==> config.mk <==
export PLATFORM = sky130hd
export DESIGN_NAME = prog_sequence_detector
export DESIGN_NICKNAME = d
export VERILOG_FILES = /design/src/rtl/prog_sequence_detector_pkg.sv /design/src/rtl/prog_sequence_detector_par2ser.sv /design/src/rtl/prog_sequence_detector.sv
export SDC_FILE = /design/constraint.sdc
export NUM_CORES = 1
export LEC_CHECK = 0
export CAP_MARGIN = 20
export CORE_AREA = 2 2 67 69
export CTS_BUF_LIST = sky130_fd_sc_hd__clkbuf_8
export CTS_CLUSTER_SIZE = 16
export DETAILED_ROUTE_END_ITERATION = 7
export DIE_AREA = 0 0 69 71
export HOLD_SLACK_MARGIN = 0.06
export MAX_ROUTING_LAYER = met4
export PLACE_DENSITY = 0.8
export SETUP_SLACK_MARGIN = 0.05
export SYNTH_ARGS = -nofsm -noshare
export SYNTH_HDL_FRONTEND = slang
export SYNTH_HIERARCHICAL = 1
export SYNTH_SLANG_ARGS = --single-unit
==> constraint.sdc <==
create_clock -name clk -period 3.6 [get_ports clk]
set_input_delay 0.72 -clock clk [delete_from_list [all_inputs] [get_ports clk]]
set_output_delay 0.72 -clock clk [all_outputs]
set_load 0.01 [all_outputs]
==> src/rtl/prog_sequence_detector_pkg.sv <==
// Shared types and width helpers for the programmable sequence detector.
package prog_seqdet_pkg;

  // Two-state serialiser: waiting for a word, or shifting one out
  typedef enum logic {
    S_IDLE,
    S_SHIFT
  } ser_state_t;

  // Width of a counter that must hold 0..max_len inclusive
  function automatic int fill_w(input int max_len);
    return $clog2(max_len + 1);
  endfunction

  // Width of a down-counter that indexes the bits of one data word
  function automatic int cnt_bits(input int data_w);
    return $clog2(data_w);
  endfunction

endpackage

==> src/rtl/prog_sequence_detector_par2ser.sv <==
// Handshake serialiser: takes DATA_W-bit words over valid/ready and emits
// them MSB-first, one bit per cycle, with no bubble between back-to-back words.
module par2ser_hs
  import prog_seqdet_pkg::*;
#(
  parameter int DATA_W = 4
) (
  input  logic              clk,
  input  logic              reset_n,
  input  logic [DATA_W-1:0] data_parallel,
  input  logic              data_valid,
  output logic              data_ready,
  output logic              ser_bit,
  output logic              ser_valid
);

  localparam int BW = cnt_bits(DATA_W);
  localparam logic [BW-1:0] LAST_IDX = BW'(DATA_W - 1);

  ser_state_t        state;
  logic [DATA_W-1:0] shreg;
  logic [BW-1:0]     bit_cnt;
  logic              accept;

  assign accept  = data_valid && data_ready;
  assign ser_bit = shreg[DATA_W-1];

  // Serialiser FSM; data_ready and ser_valid are registered alongside the state
  always_ff @(posedge clk or negedge reset_n) begin
    if (!reset_n) begin
      state      <= S_IDLE;
      shreg      <= '0;
      bit_cnt    <= '0;
      data_ready <= 1'b1;
      ser_valid  <= 1'b0;
    end else begin
      case (state)
        S_IDLE: begin
          if (accept) begin
            shreg      <= data_parallel;
            bit_cnt    <= LAST_IDX;
            data_ready <= 1'b0;
            ser_valid  <= 1'b1;
            state      <= S_SHIFT;
          end
        end
        S_SHIFT: begin
          if (bit_cnt == '0) begin
            if (accept) begin
              shreg      <= data_parallel;
              bit_cnt    <= LAST_IDX;
              data_ready <= 1'b0;
              ser_valid  <= 1'b1;
            end else begin
              shreg      <= '0;
              data_ready <= 1'b1;
              ser_valid  <= 1'b0;
              state      <= S_IDLE;
            end
          end else begin
            shreg      <= {shreg[DATA_W-2:0], 1'b0};
            bit_cnt    <= bit_cnt - BW'(1);
            data_ready <= (bit_cnt == BW'(1));
          end
        end
      endcase
    end
  end

endmodule

==> src/rtl/prog_sequence_detector.sv <==
// Programmable sequence detector: serialises incoming words and matches the
// bit stream against a run-time pattern, giving Mealy/Moore hits and a
// saturating hit counter.
module prog_sequence_detector
  import prog_seqdet_pkg::*;
#(
  parameter int DATA_W  = 4,
  parameter int MAX_LEN = 8,
  parameter int CNT_W   = 16
) (
  input  logic                        clk,
  input  logic                        reset_n,
  input  logic [DATA_W-1:0]           data_parallel,
  input  logic                        data_valid,
  output logic                        data_ready,
  input  logic [MAX_LEN-1:0]          pattern,
  input  logic [fill_w(MAX_LEN)-1:0]  pat_len,
  input  logic                        overlap_en,
  input  logic                        clear,
  output logic                        ser_bit,
  output logic                        ser_valid,
  output logic                        mealy_detected,
  output logic                        moore_detected,
  output logic [CNT_W-1:0]            match_count
);

  localparam int FW = fill_w(MAX_LEN);
  localparam logic [FW-1:0] FILL_MAX = FW'(MAX_LEN);
  localparam logic [FW:0]   FILL_ONE = (FW + 1)'(1);

  // The oldest history bit is never compared, so only MAX_LEN-1 bits are kept
  logic [MAX_LEN-2:0] hist;
  logic [FW-1:0]      fill;
  logic [FW:0]        fill_plus1;
  logic [MAX_LEN-1:0] cand;
  logic [MAX_LEN-1:0] len_mask;
  logic               len_ok;
  logic               fill_ok;
  logic               hit;

  par2ser_hs #(
    .DATA_W(DATA_W)
  ) u_ser (
    .clk          (clk),
    .reset_n      (reset_n),
    .data_parallel(data_parallel),
    .data_valid   (data_valid),
    .data_ready   (data_ready),
    .ser_bit      (ser_bit),
    .ser_valid    (ser_valid)
  );

  // Match the newest pat_len bits (history plus current bit) against the pattern
  always_comb begin
    cand       = {hist, ser_bit};
    len_ok     = (pat_len != '0) && (int'(pat_len) <= MAX_LEN);
    fill_plus1 = {1'b0, fill} + FILL_ONE;
    fill_ok    = (fill_plus1 >= {1'b0, pat_len});
    len_mask   = '0;
    for (int i = 0; i < MAX_LEN; i++) begin
      len_mask[i] = (i < int'(pat_len));
    end
    hit = ser_valid && len_ok && fill_ok && (((cand ^ pattern) & len_mask) == '0);
  end

  assign mealy_detected = hit;

  // Shift history on each valid bit; non-overlap mode restarts the fill after a hit
  always_ff @(posedge clk or negedge reset_n) begin
    if (!reset_n) begin
      hist <= '0;
      fill <= '0;
    end else if (clear) begin
      hist <= '0;
      fill <= '0;
    end else if (ser_valid) begin
      hist <= cand[MAX_LEN-2:0];
      if (hit && !overlap_en) begin
        fill <= '0;
      end else if (fill != FILL_MAX) begin
        fill <= fill + FW'(1);
      end
    end
  end

  // Registered Moore pulse and saturating hit counter; clear wins over a hit
  always_ff @(posedge clk or negedge reset_n) begin
    if (!reset_n) begin
      moore_detected <= 1'b0;
      match_count    <= '0;
    end else if (clear) begin
      moore_detected <= 1'b0;
      match_count    <= '0;
    end else begin
      moore_detected <= hit;
      if (hit && (match_count != '1)) begin
        match_count <= match_count + CNT_W'(1);
      end
    end
  end

endmodule

==> Yosys cells after proc, flatten, opt, wreduce, memory -nomap -nowiden <==
Cells that the tools add are included.
{ "op_classes": {"add_sub_neg": 4, "magnitude_cmp": 10, "n_eq_ne": 5, "mux": 26, "bitwise": 3, "reduce_logical": 16} }
{ "ops": {"columns": ["operator", "count"], "rows": [
  ["$mux 16", 2],
  ["$mux 4", 7],
  ["$add 16x1->16 const B", 1],
  ["$lt 3x4->1 const A", 4],
  ["$ne 16x16->1 const B", 1],
  ["$mux 7", 2],
  ["$and 8x8->8", 1],
  ["$logic_not 8->1", 1],
  ["$lt 1x4->1 const A", 2],
  ["$lt 2x4->1 const A", 2],
  ["$mux 1", 8],
  ["$pmux 4 s2", 1],
  ["$xor 8x8->8", 1],
  ["$logic_and 1x1->1", 7],
  ["$pmux 1 s2", 3],
  ["$add 4x1->5 const B", 1],
  ["$ge 5x4->1", 1],
  ["$add 4x1->4 const B", 1],
  ["$le 4x4->1 const B", 1],
  ["$mux 2", 2],
  ["$ne 4x4->1 const B", 1],
  ["$pmux 2 s2", 1],
  ["$reduce_and 2->1", 2],
  ["$reduce_bool 2->1", 2],
  ["9 further kinds", 9]
]} }
{ "totals": {"reg_bits": 37, "out_inout_bits": 21} }

==> Logic depth before layout (Yosys ltp) <==
Gate-level depths: netlist of the first run.
{ "logic_depth": {"depth_word": 9, "ltp_mapped": 11} }

==> Hierarchy <==
The synthesis of the first run kept the hierarchy.
{ "by_module_without_submodules": {"columns": ["mod", "n_inst", "cells_per_inst", "area_each_um2", "seq_area_each_um2"], "rows": [
  ["prog_sequence_detector", 1, 191, 1720.4, 700.7],
  ["par2ser_hs", 1, 39, 429.2, 226.5]
]} }

==> Worst setup path after synthesis of the first run <==
No wires, ideal clock.
{ "synth_path": {"path_kind": "input to output", "from": "input port pat_len[2]", "to": "output port mealy_detected", "arrival_time_ps": 2322, "path_slack_ps": 558, "cell_stages": 8, "n_path_buf": 3, "path_cell_list": "buf_2 nor4_1 o22ai_1 or4_4 or2_1 buf_2 clkbuf_1 inv_1"} }
{ "synth_via": {"elab_chain_cells": 5, "elab_cells_between_ends": 17, "classes_between": "10 x order compare; 1 x bitwise; 6 x reduce/logical"} }
{ "synth_rtl": {"columns": ["item", "line_no", "source"], "rows": [
  ["start: declaration", "prog_sequence_detector.sv:17", "input logic [fill_w(MAX_LEN)-1:0] pat_len,"],
  ["branches (longest 4 deep; another with $lt 1x4->1)", null, null],
  ["$logic_and 1x1->1 *", "prog_sequence_detector.sv:63", "hit = ser_valid && len_ok && fill_ok && (((cand ^ pattern) & len_mask) == '0);"],
  ["end: declaration", "prog_sequence_detector.sv:22", "output logic mealy_detected,"]
]} }
Mark *: on every way between the ends.

==> Worst setup path in the final report of the first run <==
{ "layout_path": {"from": "input port pattern[7]", "to": "output port mealy_detected"} }
{ "layout_via": {"elab_chain_cells": 4} }
{ "layout_rtl": {"columns": ["item", "line_no", "source"], "rows": [
  ["start: declaration", "prog_sequence_detector.sv:16", "input logic [MAX_LEN-1:0] pattern,"],
  ["$xor 8x8->8", "prog_sequence_detector.sv:63", null],
  ["$and 8x8->8", "prog_sequence_detector.sv:63", null],
  ["$logic_not 8->1", "prog_sequence_detector.sv:63", null],
  ["$logic_and 1x1->1", "prog_sequence_detector.sv:63", null]
]} }
Every way passes these cells.

==> impl_metrics.ini, run 1 <==
[routing]
drtPass1Iterations = 4
drt_iter0_drc = 146
wirelength_mm = 4.74
wl_per_cell_microns = 14.5
final_antenna_net_count = 0
num_vias = 1846
drc = 0
vias_per_cell = 5.66

[final_layout]
final_layout_size_suffix_gt1_frac = 0.0949
diodes = 0
nNetsFinal = 301
syn2layout_area_growth_pct = 25.7

[timing]
final.setup_skew_ns = 0.0106
max_freq_mhz = 292
final_hold_viol_count = 0
setup_viol = 0
final_max_slew_viol_count = 0
rsz0062_at_grt = no
setup_tns_ns = 0
worst_pin_slew_ns = 0.811
period_minus_slack_ns = 3.43
slew_headroom = 0.459
finalCritPeriodShare = 0.953

[yosys]
ys_types = 47
synth_edf_count = 0
synth_top_area_frac = 0.419
avgSynthCellArea_sq_um = 9.35
netlist_area_sq_um = 2150
ys.flop_type = dfrtp_1
synthArstFlopShare = 1.00
synth_top_area_cell = dfrtp_1
synth-seq-cells = 37
ys.warnings.count = 6
synthesis.instances = 230
ys_seq_area_frac = 0.431
syn_nets = 258
synthTopCellsByArea = dfrtp_1 (42%), ha_1 (4.1%), nor2_1 (3.8%), a21oi_1 (3.7%), mux2i_1 (3.7%)

[clock_tree]
cts_buffer_depth = 2
clock_sinks = 37
clk_pin_slew_worst_paths_ns = 0.06
cts_max_level = 2
cts_tree = done
cts-root-buf = clkbuf_8
clkLatencyLatePin_ns = 0.29
numCtsBuffers = 5

[pwr]
total_power_w = 0.00119
vdd_drop_max_uv = 338
p_leak_nw = 1.16
power_density_nw_per_um2 = 440

[setup_path]
path_delay_family = simple AND/OR/NAND/NOR gates
path_class = in -> out
crit_buf_inv = 3
cp_max_fo = 2
slowest_stage = clkdlybuf4s50_1
worst-endpoint-required_ns = 2.88
max_stage_delay_ns = 0.43
critPathLaunchType = input port
end_kind = output port
worstPathCellList = clkdlybuf4s50_1, xor2_1, nor4_1, o22ai_1, or4_4, or2_1, inv_1, dlygate4sd2_1
cp.arrival_ns = 2.71

[global_route]
gr-usage-all-layers = 0.214
antenna_found_initial = 0
grt_start_max_net_pins = 38
grt_pass1_vias = 1757
overflow = 0
grt_first_pass_wirelength_mm = 8.14

[floorplanning]
start_util = 0.511
die-area_sq_um = 4900
row_count = 24
die_h_microns = 71
pin_count = 42
chipWidth_microns = 69
core_sq_um = 4200

[placement]
place_congestion = 0.815
portBuffers = 41
dp_hpwl_mm = 3.48

[outcome]
outcome = complete, no violations

[hold_path]
hold_class = reg -> reg

[run]
drv_cap = 0
[synth_stat cells (2+ instances only)]
master,instances
dfrtp_1,36
nor2_1,22
a21oi_1,16
o21ai_0,14
nand3_1,12
xnor2_1,9
inv_1,8
mux2i_1,8
nand2_1,8
and3_1,7
ha_1,7
nand4_1,7
clkbuf_1,6
or3_1,6
nand2b_1,5
nor3_1,5
xor2_1,5
a211oi_1,4
o22ai_1,4
a221o_1,3
buf_2,3
a31o_2,2
a31oi_1,2
buf_4,2
mux2_2,2
nor2b_1,2
nor3b_1,2
nor4_1,2
o21a_1,2
or4_1,2
[worst paths after layout]
| kind | start | endpoint | slack, ns | cells past startpoint |
|---|---|---|---|---|
| setup / recovery | pattern[7] | mealy_detected | 0.17 | 8 |
| hold / removal | u_ser/shreg[0] | u_ser/shreg[0] | 0.51 | 2 |
| setup reg to reg | fill[0] | match_count[15] | 0.79 | 10 |
| hold reg to reg | u_ser/shreg[0] | u_ser/shreg[0] | 0.51 | 2 |
| max in group asynchronous | reset_n | match_count[7] | 2.56 | 1 |
| min in group asynchronous | reset_n | hist[2] | 0.52 | 1 |
[report_power, final]
part / internal, W / switching, W
Combinational: 0.000176 / 0.000170
Sequential: 0.000475 / 0.0000780
Clock: 0.000150 / 0.000140
[registers in the layout, indices dropped and copies added, names as in the netlist]
register          count
match_count          16
u_ser/state           1
u_ser/shreg           4
u_ser/ser_valid       1
hist                  7
moore_detected        1
fill                  4
u_ser/data_ready      1
u_ser/bit_cnt         2
[area by class of cell]
| class | count | area, sq um |
|---|---|---|
| clock buffers | 6 | 82.6 |
| clock inverters | 2 | 7.51 |
| fillers | 379 | 1500 |
| inverters | 8 | 30.0 |
| multi-input cells | 172 | 1130 |
| flip-flops and latches | 37 | 927 |
| well taps | 52 | 65.1 |
| repair buffers | 49 | 459 |
[metrics by stage]
step / area, sq um / hold WS (ns) / util / worst slack, ns / std cells
after floorplan: 2150 / 0.424 / - / 0.558 / 230
final: 2700 / 0.506 / 0.643 / 0.170 / 326
after detailed placement: 2610 / 0.495 / 0.621 / -0.221 / 318
after CTS: 2700 / 0.510 / 0.643 / 0.167 / 326
after global routing: 2700 / 0.550 / 0.643 / 0.0954 / 326
after global placement: 2610 / 0.493 / 0.621 / -0.0511 / 318
[worst register-to-register path, delay by kind of cell (launching register included)]
| family | cells | cell delay [ns] |
|---|---|---|
| AOI/OAI and AO/OA | 4 | 0.56 |
| DFF | 1 | 0.46 |
| adders and majority gates | 2 | 0.55 |
| and+or+nand+nor | 2 | 0.79 |
| xor gates and xnor gates | 1 | 0.18 |
| buffers and inverters | 1 | 0.21 |
[what timing repair did]
item,CTS,global route
setup endpoints to repair,1,0
gates resized for setup,6,0
setup buffers,0,0
hold buffers,0,0
[cells by family (layout without fill, tap and decap cells)]
logic type | count (synthesis) | in the layout | share of synthesized area
multiplexers | 10 | 10 | 0.0477
adder cells (fa/ha/maj) | 7 | 7 | 0.0407
AND/OR/NAND/NOR | 89 | 89 | 0.225
XOR/XNOR | 14 | 14 | 0.0570
flip-flops | 37 | 37 | 0.431
AO/OA/AOI/OAI | 52 | 52 | 0.153
buffers and inverters | 21 | 65 | 0.0454
[metal layers]
metal / vias up / part of all wire / GRT usage
li1: 914 / - / -
met1: 872 / 0.44 / 0.272
met2: 48 / 0.49 / 0.331
met3: 12 / 0.048 / 0.0456
met4: 0 / 0.021 / 0.0959
met5: - / 0 / -
[layout by cell type, fill, tap and decap left out, types with 6 or more instances in the layout]
cell             synthesis  final
xnor2_1                  9      9
nand3_1                 12     12
clkdlybuf4s50_1          0     35
nor2_1                  22     22
or3_1                    6      6
a21oi_1                 16     16
clkbuf_8                 0      6
dfrtp_1                 36     36
buf_4                    2      8
nand2_1                  8      8
inv_1                    8     10
and3_1                   7      7
o21ai_0                 14     14
mux2i_1                  8      8
ha_1                     7      7
nand4_1                  7      7
Power figures use the tool's default switching activity.
==> run 2: changes to the inputs <==
--- a/config.mk
+++ b/config.mk
@@ -6,14 +6,13 @@
 export NUM_CORES = 1
 export LEC_CHECK = 0
 export CAP_MARGIN = 20
-export CORE_AREA = 2 2 67 69
-export CTS_BUF_LIST = sky130_fd_sc_hd__clkbuf_8
+export CORE_AREA = 2 2 68 70
 export CTS_CLUSTER_SIZE = 16
 export DETAILED_ROUTE_END_ITERATION = 7
-export DIE_AREA = 0 0 69 71
+export DIE_AREA = 0 0 70 72
 export HOLD_SLACK_MARGIN = 0.06
 export MAX_ROUTING_LAYER = met4
-export PLACE_DENSITY = 0.8
+export PLACE_DENSITY = 0.78
 export SETUP_SLACK_MARGIN = 0.05
 export SYNTH_ARGS = -nofsm -noshare
 export SYNTH_HDL_FRONTEND = slang
==> run 2 against run 1 <==
Effect of this change:
- clock skew shrank 0.0048 ns
- register-to-register slack gained 0.02 ns
- via count grew 0.54%
==> impl_metrics.ini, run 2 (synthesis results as in run 1) <==
[timing]
setup_viol = 0
final.setup_skew_ns = 0.00575
final_max_slew_viol_count = 0
worst_pin_slew_ns = 0.812
slew_headroom = 0.459
max_freq_mhz = 294
final_hold_viol_count = 0
finalCritPeriodShare = 0.944
rsz0062_at_grt = no
fin_ws_ns = 0.201
setup_tns_ns = 0
period_minus_slack_ns = 3.40

[setup_path]
critPathLaunchType = input port
end_kind = output port
regToRegStartpoint = fill[0]
worstPathCellList = clkdlybuf4s50_1, xor2_1, nor4_2, o22ai_1, or4_4, or2_1, inv_1, dlygate4sd2_1
cp.arrival_ns = 2.68
cp_max_fo = 2
startpoint = pattern[7]
worst-endpoint-required_ns = 2.88
max_stage_delay_ns = 0.42
path_class = in -> out
slowest_stage = or4_4

[pwr]
power_density_nw_per_um2 = 438
p_leak_nw = 1.14
vdd_drop_max_uv = 282
total_power_w = 0.00118

[routing]
wl_per_cell_microns = 14.1
drt_iter0_drc = 90
num_vias = 1856
wirelength_mm = 4.60
vias_per_cell = 5.71
final_antenna_net_count = 0
drtPass1Iterations = 4
drc = 0

[global_route]
antenna_found_initial = 0
overflow = 0
grt_pass1_vias = 1755
grt_first_pass_wirelength_mm = 7.99
grt_start_max_net_pins = 38
gr-usage-all-layers = 0.204

[clock_tree]
clk_pin_slew_worst_paths_ns = 0.08
cts_resized = 8
clkLatencyLatePin_ns = 0.29
cts_max_level = 2
cts_tree = done
cts-root-buf = clkbuf_8
hold_buffers = 0
postCtsSetupRepairBufs = 0
clock_sinks = 37
numCtsBuffers = 5
cts_buffer_depth = 2

[final_layout]
final_cell_mix = dfrtp_1 (36), clkdlybuf4s50_1 (35), nor2_1 (22)
reg.largest.list = match_count: 16 flops, hist: 7 flops
syn2layout_area_growth_pct = 25.5
final_common_cell = dfrtp_1
nNetsFinal = 300
final_layout_size_suffix_gt1_frac = 0.0989
final_core_util = 0.633
diodes = 0
largest_register_ffs = 16
regMostFlops = match_count

[floorplanning]
core_sq_um = 4260
start_util = 0.504
die_h_microns = 72
row_count = 24
die-area_sq_um = 5040
chipWidth_microns = 70
pin_count = 42

[hold_path]
hold_class = in -> async

[placement]
place_congestion = 0.739
dp_slack_ns = -0.161
portBuffers = 41
dp_hpwl_mm = 3.32

[outcome]
outcome = complete, no violations

[run]
drv_cap = 0
[run 2: where the power goes]
group | leakage [nW] | internal (W) | switching (W)
Combinational | 0.596 | 0.000174 | 0.000165
Clock | 0.0374 | 0.000136 | 0.000152
Sequential | 0.502 | 0.000475 | 0.0000792
Total | 1.14 | 0.000785 | 0.000396
[run 2: cell type report]
class / instances / area, sq um
fill: 408 / 1570
multi-input combinational: 172 / 1140
sequential: 37 / 927
timing repair buffer: 48 / 452
clock buffer: 6 / 72.6
tap: 52 / 65.1
inverter: 8 / 30.0
clock inverter: 2 / 15.0
[run 2: path summary, 6_finish.rpt]
kind,end,slack [ns],depth (start not counted)
max,mealy_detected,0.20,8
min,hist[3],0.51,1
max reg2reg,match_count[15],0.81,10
min reg2reg,u_ser/shreg[1],0.51,1
max in group asynchronous,match_count[7],2.57,1
min in group clk,u_ser/shreg[1],0.51,1
[run 2: worst max-delay path: cells and delay by family]
family / cells / cell delay (ns)
compound gates: 1 / 0.12
xor+xnor: 1 / 0.17
buf+inv: 3 / 0.72
simple gates: 3 / 0.95
[run 2: routing by layer]
metal / track usage / part of all wire / up-vias
met3: 0.0639 / 0.034 / 8
met5: - / 0 / -
met4: 0.0513 / 0.012 / 0
li1: - / - / 918
met1: 0.254 / 0.45 / 901
met2: 0.329 / 0.50 / 29
[run 2: through the flow]
stage                     cells  cell area, sq um  hold slack, ns
after floorplan             230              2150           0.424
after global placement      317              2610           0.493
after detailed placement    317              2610           0.499
after CTS                   325              2700           0.516
after global routing        325              2700           0.546
final                       325              2700           0.509
